**src/rtl/dm_lsu_pkg.sv**
```systemverilog
// Shared encodings and helpers for the data-memory load/store unit.
package dm_lsu_pkg;

  localparam logic [1:0] SZ_BYTE = 2'b00;
  localparam logic [1:0] SZ_HALF = 2'b01;
  localparam logic [1:0] SZ_WORD = 2'b10;

  typedef enum logic [2:0] {
    ST_IDLE,
    ST_ISSUE,
    ST_CAPTURE,
    ST_MERGE,
    ST_RESP
  } state_e;

  // True for requests that must be rejected without touching memory.
  function automatic logic is_misaligned(input logic [1:0] size, input logic [1:0] off);
    case (size)
      SZ_BYTE: is_misaligned = 1'b0;
      SZ_HALF: is_misaligned = off[0];
      SZ_WORD: is_misaligned = (off != 2'b00);
      default: is_misaligned = 1'b1;
    endcase
  endfunction

endpackage

```
**src/rtl/dm_lsu_lane.sv**
```systemverilog
// Byte-lane logic: extract/extend a load lane, or merge store data into a read word.
module dm_lsu_lane
  import dm_lsu_pkg::*;
(
  input  logic [31:0] word_i,
  input  logic [1:0]  size_i,
  input  logic [1:0]  off_i,
  input  logic        signed_i,
  input  logic [15:0] wdata_i,
  output logic [31:0] load_o,
  output logic [31:0] merge_o
);

  logic [7:0]  lane_b;
  logic [15:0] lane_h;

  always_comb begin
    lane_b  = word_i[8*off_i +: 8];
    lane_h  = off_i[1] ? word_i[31:16] : word_i[15:0];
    load_o  = word_i;
    merge_o = word_i;
    case (size_i)
      SZ_BYTE: begin
        load_o                = {{24{signed_i & lane_b[7]}}, lane_b};
        merge_o[8*off_i +: 8] = wdata_i[7:0];
      end
      SZ_HALF: begin
        load_o = {{16{signed_i & lane_h[15]}}, lane_h};
        if (off_i[1]) merge_o[31:16] = wdata_i;
        else          merge_o[15:0]  = wdata_i;
      end
      default: ;
    endcase
  end

endmodule

```
**src/rtl/dm_lsu.sv**
```systemverilog
// Load/store unit driving a word-wide data memory without byte enables.
module dm_lsu
  import dm_lsu_pkg::*;
#(
  parameter int unsigned ADDR_W = 7,
  parameter int unsigned DATA_W = 32
) (
  input  logic              clk,
  input  logic              rst,
  input  logic              req_valid,
  output logic              req_ready,
  input  logic              req_we,
  input  logic [1:0]        req_size,
  input  logic              req_signed,
  input  logic [DATA_W-1:0] req_addr,
  input  logic [DATA_W-1:0] req_wdata,
  output logic              resp_valid,
  output logic              resp_err,
  output logic [DATA_W-1:0] resp_rdata,
  output logic [ADDR_W-1:0] mem_addr,
  output logic              mem_rd,
  output logic              mem_wr,
  output logic [DATA_W-1:0] mem_wdata,
  input  logic [DATA_W-1:0] mem_rdata
);

  state_e state_q, state_d;

  logic              we_q, signed_q, err_q;
  logic [1:0]        size_q, off_q;
  logic [ADDR_W-1:0] addr_q;
  logic [DATA_W-1:0] wdata_q, rdata_q;

  logic              accept, fault, word_store;
  logic [DATA_W-1:0] lane_load, lane_merge;
  logic              unused_addr_hi;

  assign accept         = req_valid && (state_q == ST_IDLE);
  assign fault          = is_misaligned(req_size, req_addr[1:0]);
  assign word_store     = we_q && (size_q == SZ_WORD);
  assign unused_addr_hi = ^req_addr[DATA_W-1:ADDR_W+2];

  dm_lsu_lane u_lane (
    .word_i   (mem_rdata),
    .size_i   (size_q),
    .off_i    (off_q),
    .signed_i (signed_q),
    .wdata_i  (wdata_q[15:0]),
    .load_o   (lane_load),
    .merge_o  (lane_merge)
  );

  always_ff @(posedge clk or posedge rst) begin
    if (rst) begin
      state_q  <= ST_IDLE;
      we_q     <= 1'b0;
      signed_q <= 1'b0;
      err_q    <= 1'b0;
      size_q   <= '0;
      off_q    <= '0;
      addr_q   <= '0;
      wdata_q  <= '0;
      rdata_q  <= '0;
    end else begin
      state_q <= state_d;
      if (accept) begin
        we_q     <= req_we;
        signed_q <= req_signed;
        err_q    <= fault;
        size_q   <= req_size;
        off_q    <= req_addr[1:0];
        addr_q   <= req_addr[ADDR_W+1:2];
        wdata_q  <= req_wdata;
      end
      // Load data is sticky across stores; only a fault or a new load changes it.
      if (accept && fault) begin
        rdata_q <= '0;
      end else if (state_q == ST_CAPTURE) begin
        rdata_q <= lane_load;
      end
    end
  end

  always_comb begin
    state_d    = state_q;
    mem_rd     = 1'b0;
    mem_wr     = 1'b0;
    mem_wdata  = '0;
    resp_valid = 1'b0;
    case (state_q)
      ST_IDLE: begin
        if (accept) state_d = fault ? ST_RESP : ST_ISSUE;
      end
      ST_ISSUE: begin
        if (word_store) begin
          mem_wr    = 1'b1;
          mem_wdata = wdata_q;
          state_d   = ST_RESP;
        end else begin
          mem_rd  = 1'b1;
          state_d = we_q ? ST_MERGE : ST_CAPTURE;
        end
      end
      ST_CAPTURE: state_d = ST_RESP;
      ST_MERGE: begin
        mem_wr    = 1'b1;
        mem_wdata = lane_merge;
        state_d   = ST_RESP;
      end
      ST_RESP: begin
        resp_valid = 1'b1;
        state_d    = ST_IDLE;
      end
      default: state_d = ST_IDLE;
    endcase
  end

  assign req_ready  = (state_q == ST_IDLE);
  assign resp_err   = resp_valid && err_q;
  assign resp_rdata = rdata_q;
  assign mem_addr   = addr_q;

endmodule

```
**config.mk**
```make
export PLATFORM = sky130hd
export DESIGN_NAME = dm_lsu
export DESIGN_NICKNAME = d
export VERILOG_FILES = /design/src/rtl/dm_lsu_pkg.sv /design/src/rtl/dm_lsu_lane.sv /design/src/rtl/dm_lsu.sv
export SDC_FILE = /design/constraint.sdc
export NUM_CORES = 1
export LEC_CHECK = 0
export ABC_AREA = 1
export BUFFER_PORTS_ARGS = -buffer_cell sky130_fd_sc_hd__buf_2
export CORE_UTILIZATION = 34
export CTS_BUF_LIST = sky130_fd_sc_hd__clkbuf_8 sky130_fd_sc_hd__clkbuf_16
export CTS_CLUSTER_SIZE = 25
export DETAILED_ROUTE_END_ITERATION = 12
export PLACE_DENSITY_LB_ADDON = 0.08
export SETUP_SLACK_MARGIN = 0.1
export SLEW_MARGIN = 0
export SYNTH_ARGS = -nofsm -noshare
export SYNTH_HDL_FRONTEND = slang
export SYNTH_HIERARCHICAL = 1
export SYNTH_SLANG_ARGS = --single-unit
```
**constraint.sdc**
```tcl
create_clock -name clk -period 4.2 [get_ports clk]
set_input_delay 1.26 -clock clk [delete_from_list [all_inputs] [get_ports clk]]
set_output_delay 1.26 -clock clk [all_outputs]
set_load 0.1 [all_outputs]
```
==> out/metrics.yaml, run 1 <==
drtAntennaViolNets: 0
start_util: 0.350
area_growth_pct: 27.4
status: "completed"
yosys.area_share.adder: 0.0107
vias: 6299
diodes: 0
layout-drive-gt1-share: 0.206
viasPerCell: 5.03
cp.arrival_ps: 2630
route.detailed.drc: 0
endpoint_kind: "output pin"
yosysMostFrequentCell: "nand2_1"
placed_area_um2: 7190
synth_nets: 1015
fmax_mhz: 257
yosys_warnings: 6
clk_path_buf_depth: 2
path_cells: "inv_4, ha_1, inv_1, nor2_1, nand2_1, o21ai_0, nand2_1, nand2_1, nand3_1, nand2_1, buf_12"
critPathLaunchType: "flip-flop"
ys.flop_type: "dfrtp_1"
cp.required_ps: 2940
place_congestion: 0.896
cts_tree: "yes"
cp_common_cell: "nand2_1"
wl_per_cell_um: 16.2
cap_violations: 0
n_fill_cell: 1856
synthCells: 907
slowest_delay_ps: 570
synth_seq_cells: 81
cts-root-buf: "clkbuf_16"
cts-buffers-inserted: 9
synth.avg_cell_area_um2: 6.45
wirelength_um: 20300
grt_pass1_wl_um: 31700
yosys.area.top_type: "dfrtp_1"
synthTopCellsByArea: "dfrtp_1 35%, nand2_1 26%, o21ai_0 8.0%"
synth-compound-area-share: 0.152
critical_path_class: "flip-flop to output pin"
slew_headroom: 0.488
post-cts-setup-buffers: 0
p_total_mw: 6.11
gr-total-overflow: 0
core_area_um2: 16700
synth_seq_area_share: 0.347
grt_pass1_vias: 5741
dpl.cell_count: 1239
tightest_slew_ps: 767
rsz0062_at_grt: "no"
p_per_area_nw_per_um2: 820
final_hold_viol_count: 0
die_x_um: 133
critPathSlowestCell: "dfrtp_4"
fin_crit_sh: 0.927
grt_max_degree: 82
dp_hpwl_um: 15000
yosys-top-cells-count: "400 x nand2_1, 94 x o21ai_0, 92 x nand3_1"
clk_pin_slew_worst_paths_ps: 60
synth_cell_types: 34
period_minus_slack_ps: 3890
synth_top_area_frac: 0.347
final_cell_count_no_fill: 1253
r2r_slack_ps: 1760
syn_area_um2: 5850
drt_iter0_markers: 550
synthXorXnorAreaFrac: 0
grt_usage: 0.232
rows: 47
clock_sinks: 81
fp.dieH_um: 133
drv_slew: 0
ir_worst_vdd_mv: 0.578
synth_top_family_by_area: "simple AND/OR/NAND/NOR gates"
p_leak_nw: 4.09
hold_path.class: "flip-flop to flip-flop"
die_area_um2: 17700
htreeDepth: 3
synthMuxAreaShare: 0
cp_max_fo: 23
clk_latency_ps: 350
yosys.area_share.simple: 0.385
finalSetupViolations: 0
design_area_um2: 7450
skew_ps: 4.33
postCtsHoldBufs: 0
first_pass_iters: 5
portBuffers: 155
antenna_found_initial: 2
fin_nets: 1138
synth_edf_count: 0
synthArstFlopShare: 1.00
pin_count: 179
-- cell usage in the layout (no fill, tap or decap), types with 8 or more instances in the layout --
cell type    n
a21boi_0    20
a21oi_1     14
buf_12      34
buf_2      122
buf_4       14
clkbuf_16    9
dfrtp_1     80
inv_1       61
nand2_1    399
nand3_1     92
nand4_1      9
nor2_1      12
o21ai_0     94
o21ai_1     12
o22ai_1      8
-- state kept, by name, summed over array words and instances, names as in the netlist --
register	count
signed_q	1
wdata_q	32
we_q	1
state_q	3
resp_rdata	32
off_q	2
err_q	1
size_q	2
mem_addr	7
-- what timing repair did --
| action | 4_1_cts | 5_1_grt |
|---|---|---|
| resized for setup | 0 | 3 |
| setup endpoints to repair | 0 | 7 |
| hold endpoints to repair | 0 | 0 |
-- worst max-delay path, delay by kind of cell (launching register included) --
| kind | cells | cell delay, ps |
|---|---|---|
| and+or+nand+nor | 6 | 790 |
| DFF | 1 | 570 |
| adders and majority gates | 1 | 340 |
| buffers and inverters | 3 | 340 |
| AOI/OAI and AO/OA | 1 | 230 |
-- layout make-up --
class / count / area (µm²) / area share
clock buffers: 9 / 225 / 0.0302
clock inverters: 5 / 26.3 / 0.00353
inverters: 70 / 283 / 0.0380
multi-input cells: 698 / 3210 / 0.431
flip-flops and latches: 81 / 2030 / 0.273
well taps: 220 / 275 / 0.0369
repair buffers: 170 / 1400 / 0.187
-- path summary, 6_finish.rpt --
path,from,endpoint,cells past startpoint
worst max-delay path,off_q[1],mem_wdata[22],11
worst min-delay path,mem_addr[6],mem_addr[6],2
worst max register to register,size_q[1],resp_rdata[17],5
worst min register to register,mem_addr[6],mem_addr[6],2
max in group asynchronous,rst,off_q[1],3
min in group asynchronous,rst,resp_rdata[27],3
-- per-stage QoR --
stage	worst slack, ps	setup TNS [ps]	hold WS [ps]	utilization
floorplan	-33.4	-167	442	-
global placement	546	0	453	0.431
detailed placement	543	0	456	0.431
CTS	194	0	471	0.446
global route	152	0	485	0.446
finish	306	0	469	0.446
-- kinds of logic after synthesis --
family	after synthesis
adders and majority gates	5
AOI/OAI and AO/OA	160
and+or+nand+nor	533
buffers and inverters	128
DFF	81
-- power by group --
group	internal, mW	switching (mW)
logic	0.941	3.03
registers	1.11	0.330
clock network	0.388	0.317
-- layer usage --
metal  vias to the layer above  GRT usage  share of wire
li1                       3160          -              -
met1                      2906      0.316           0.46
met2                       197      0.371           0.46
met3                        32     0.0464          0.058
met4                         4     0.0688          0.018
met5                         -          0         0.0012
Power figures use the tool's default switching activity.
==> run 2, diff against run 1 <==
--- a/config.mk
+++ b/config.mk
@@ -6,7 +6,7 @@
 export NUM_CORES = 1
 export LEC_CHECK = 0
 export ABC_AREA = 1
-export BUFFER_PORTS_ARGS = -buffer_cell sky130_fd_sc_hd__buf_2
+export BUFFER_PORTS_ARGS = -buffer_cell sky130_fd_sc_hd__buf_4
 export CORE_UTILIZATION = 34
 export CTS_BUF_LIST = sky130_fd_sc_hd__clkbuf_8 sky130_fd_sc_hd__clkbuf_16
 export CTS_CLUSTER_SIZE = 25
==> out/metrics.yaml, run 2 (same netlist as run 1, synthesis figures left out) <==
status: "completed"
met1_usage: 0.331  # +0.0146
layout_common_cells: "400 x nand2_1, 172 x buf_4, 94 x o21ai_0"
fmax_mhz: 257  # about the same
drtAntennaViolNets: 0  # unchanged
grt_usage: 0.237  # +0.00479
start_util: 0.350  # unchanged
grt_pass1_vias: 5865  # +2.2%
cts-root-buf: "clkbuf_16"
clk_path_buf_depth: 2  # unchanged
finalSetupViolations: 0  # unchanged
first_pass_iters: 5  # unchanged
gr-usage-met3: 0.0400  # -0.00647
endpoint_kind: "output pin"
pwr-share-seq: 0.225  # -0.010
p_total_mw: 6.26  # +2.5%
critical_path_class: "flip-flop to output pin"
post-place-ws_ps: 509  # -34.1 ps
slowest_delay_ps: 460  # -110 ps
post-cts-setup-buffers: 0  # unchanged
diodes: 0  # unchanged
ir_worst_vdd_mv: 0.553  # -4.4%
gr-total-overflow: 0  # unchanged
rsz0062_at_grt: "no"
path_cells: "buf_4, ha_1, nand2_1, o22ai_1, nand2_1, nand2_1, nand3_1, nand2_1, buf_4"
cp_common_cell: "nand2_1"
clk_latency_ps: 340  # about the same
fin_nets: 1141  # +0.26%
critPathSlowestCell: "dfrtp_1"
cp.arrival_ps: 2640  # about the same
vias: 6297  # -0.032%
wirelength_um: 20500  # +0.71%
combPwrFrac: 0.647  # -0.003
cts-buffers-inserted: 9  # unchanged
busiest_layer: "met2"
cp.required_ps: 2940  # about the same
core_area_um2: 16700  # unchanged
period_minus_slack_ps: 3900  # +1.73 ps
p_per_area_nw_per_um2: 845  # +3.1%
clk_pin_slew_worst_paths_ps: 60  # about the same
grt_pass1_wl_um: 32400  # +2.4%
cap_violations: 0  # unchanged
dp_hpwl_um: 15200  # +1.5%
cp_max_fo: 49  # +110%
p_sw_frac: 0.589  # -0.0124
fin_crit_sh: 0.927  # about the same
final_hold_viol_count: 0  # unchanged
area_growth_pct: 26.7
tightest_slew_ps: 793  # +25.9 ps
critPathLaunchType: "flip-flop"
route.detailed.drc: 0  # unchanged
final_common_cell: "nand2_1"
place_congestion: 0.890  # -0.65%
wl_per_cell_um: 16.3  # +0.31%
power_frac_clock: 0.128  # +0.013
clock_sinks: 81  # unchanged
postCtsHoldBufs: 0  # unchanged
fp.dieH_um: 133  # unchanged
viasPerCell: 5.01  # -0.43%
skew_ps: 5.17  # +0.838 ps
grt_max_degree: 50  # -39%
drt_iter0_markers: 536  # -2.5%
drv_slew: 0  # unchanged
layout-drive-gt1-share: 0.209  # +0.00286
p_int_mw: 2.57  # +5.7%
slew_headroom: 0.470  # -0.0173
rows: 47  # unchanged
portBuffers: 155  # unchanged
htreeDepth: 3  # unchanged
dpl.cell_count: 1242  # +0.24%
die_x_um: 133  # unchanged
fin_tns_setup_ps: 0  # unchanged
final_cell_count_no_fill: 1258  # +0.40%
grtUsageMet2: 0.375  # +0.00378
hold_path.class: "flip-flop to flip-flop"
p_leak_nw: 4.11  # +0.46%
antenna_found_initial: 0  # -2
pin_count: 179  # unchanged
worst_slack_ps: 305  # -1.73 ps
cts_tree: "yes"
p_switching_mw: 3.69  # +0.43%
die_area_um2: 17700  # unchanged
[run 2: area by class of cell]
| type | count | area (µm²) |
|---|---|---|
| Multi-Input combinational cell | 698 | 3210 |
| Inverter | 70 | 287 |
| Sequential cell | 81 | 2030 |
| Fill cell | 1822 | 9290 |
| Tap cell | 220 | 275 |
| Timing Repair Buffer | 173 | 1310 |
| Clock buffer | 10 | 239 |
| Clock inverter | 6 | 58.8 |
[run 2: what timing repair did]
| item | in CTS | in global routing |
|---|---|---|
| setup endpoints to repair | 0 | 6 |
| resized for setup | 0 | 2 |
| endpoints found under the hold margin | 0 | 0 |
[run 2: power groups by stage]
stage / clock, mW / sequential (mW) / combinational [mW]
after floorplan: 0 / 2.20 / 2.27
after global placement: 0 / 1.41 / 4.01
after detailed placement: 0 / 1.42 / 4.02
after CTS: 0.823 / 1.41 / 4.03
after global routing: 0.861 / 1.45 / 4.39
final: 0.799 / 1.41 / 4.05
[run 2: worst paths after layout]
path / start / end / slack (ps) / cells past startpoint
setup reg to reg: state_q[0] / resp_rdata[7] / 1870 / 7
setup / recovery: off_q[1] / mem_wdata[27] / 300 / 9
hold reg to reg: wdata_q[31] / wdata_q[31] / 470 / 2
hold / removal: wdata_q[31] / wdata_q[31] / 470 / 2
min in group asynchronous: rst / wdata_q[29] / 1030 / 2
max in group asynchronous: rst / wdata_q[7] / 2500 / 3
[run 2: metal layers]
| layer | vias to the layer above | part of all wire | routed length [µm] |
|---|---|---|---|
| met4 | 0 | 0.020 | 408 |
| met3 | 24 | 0.060 | 1230 |
| met5 | - | 0 | 0 |
| li1 | 3172 | - | - |
| met1 | 2905 | 0.46 | 9440 |
| met2 | 196 | 0.46 | 9400 |
[run 2: metrics by stage]
step	cell area, µm²	util	hold WS, ps
global route	7410	0.444	483
finish	7410	0.444	472
global placement	7110	0.426	454
CTS	7400	0.443	475
detailed placement	7110	0.426	458
floorplan	5850	-	442
[run 2: worst max-delay path: cells and delay by family, from the launching register on]
kind	cells	cell delay [ps]
AOI/OAI and AO/OA	1	180
adders and majority gates	1	260
buffers and inverters	2	740
DFF	1	460
and+or+nand+nor	5	630
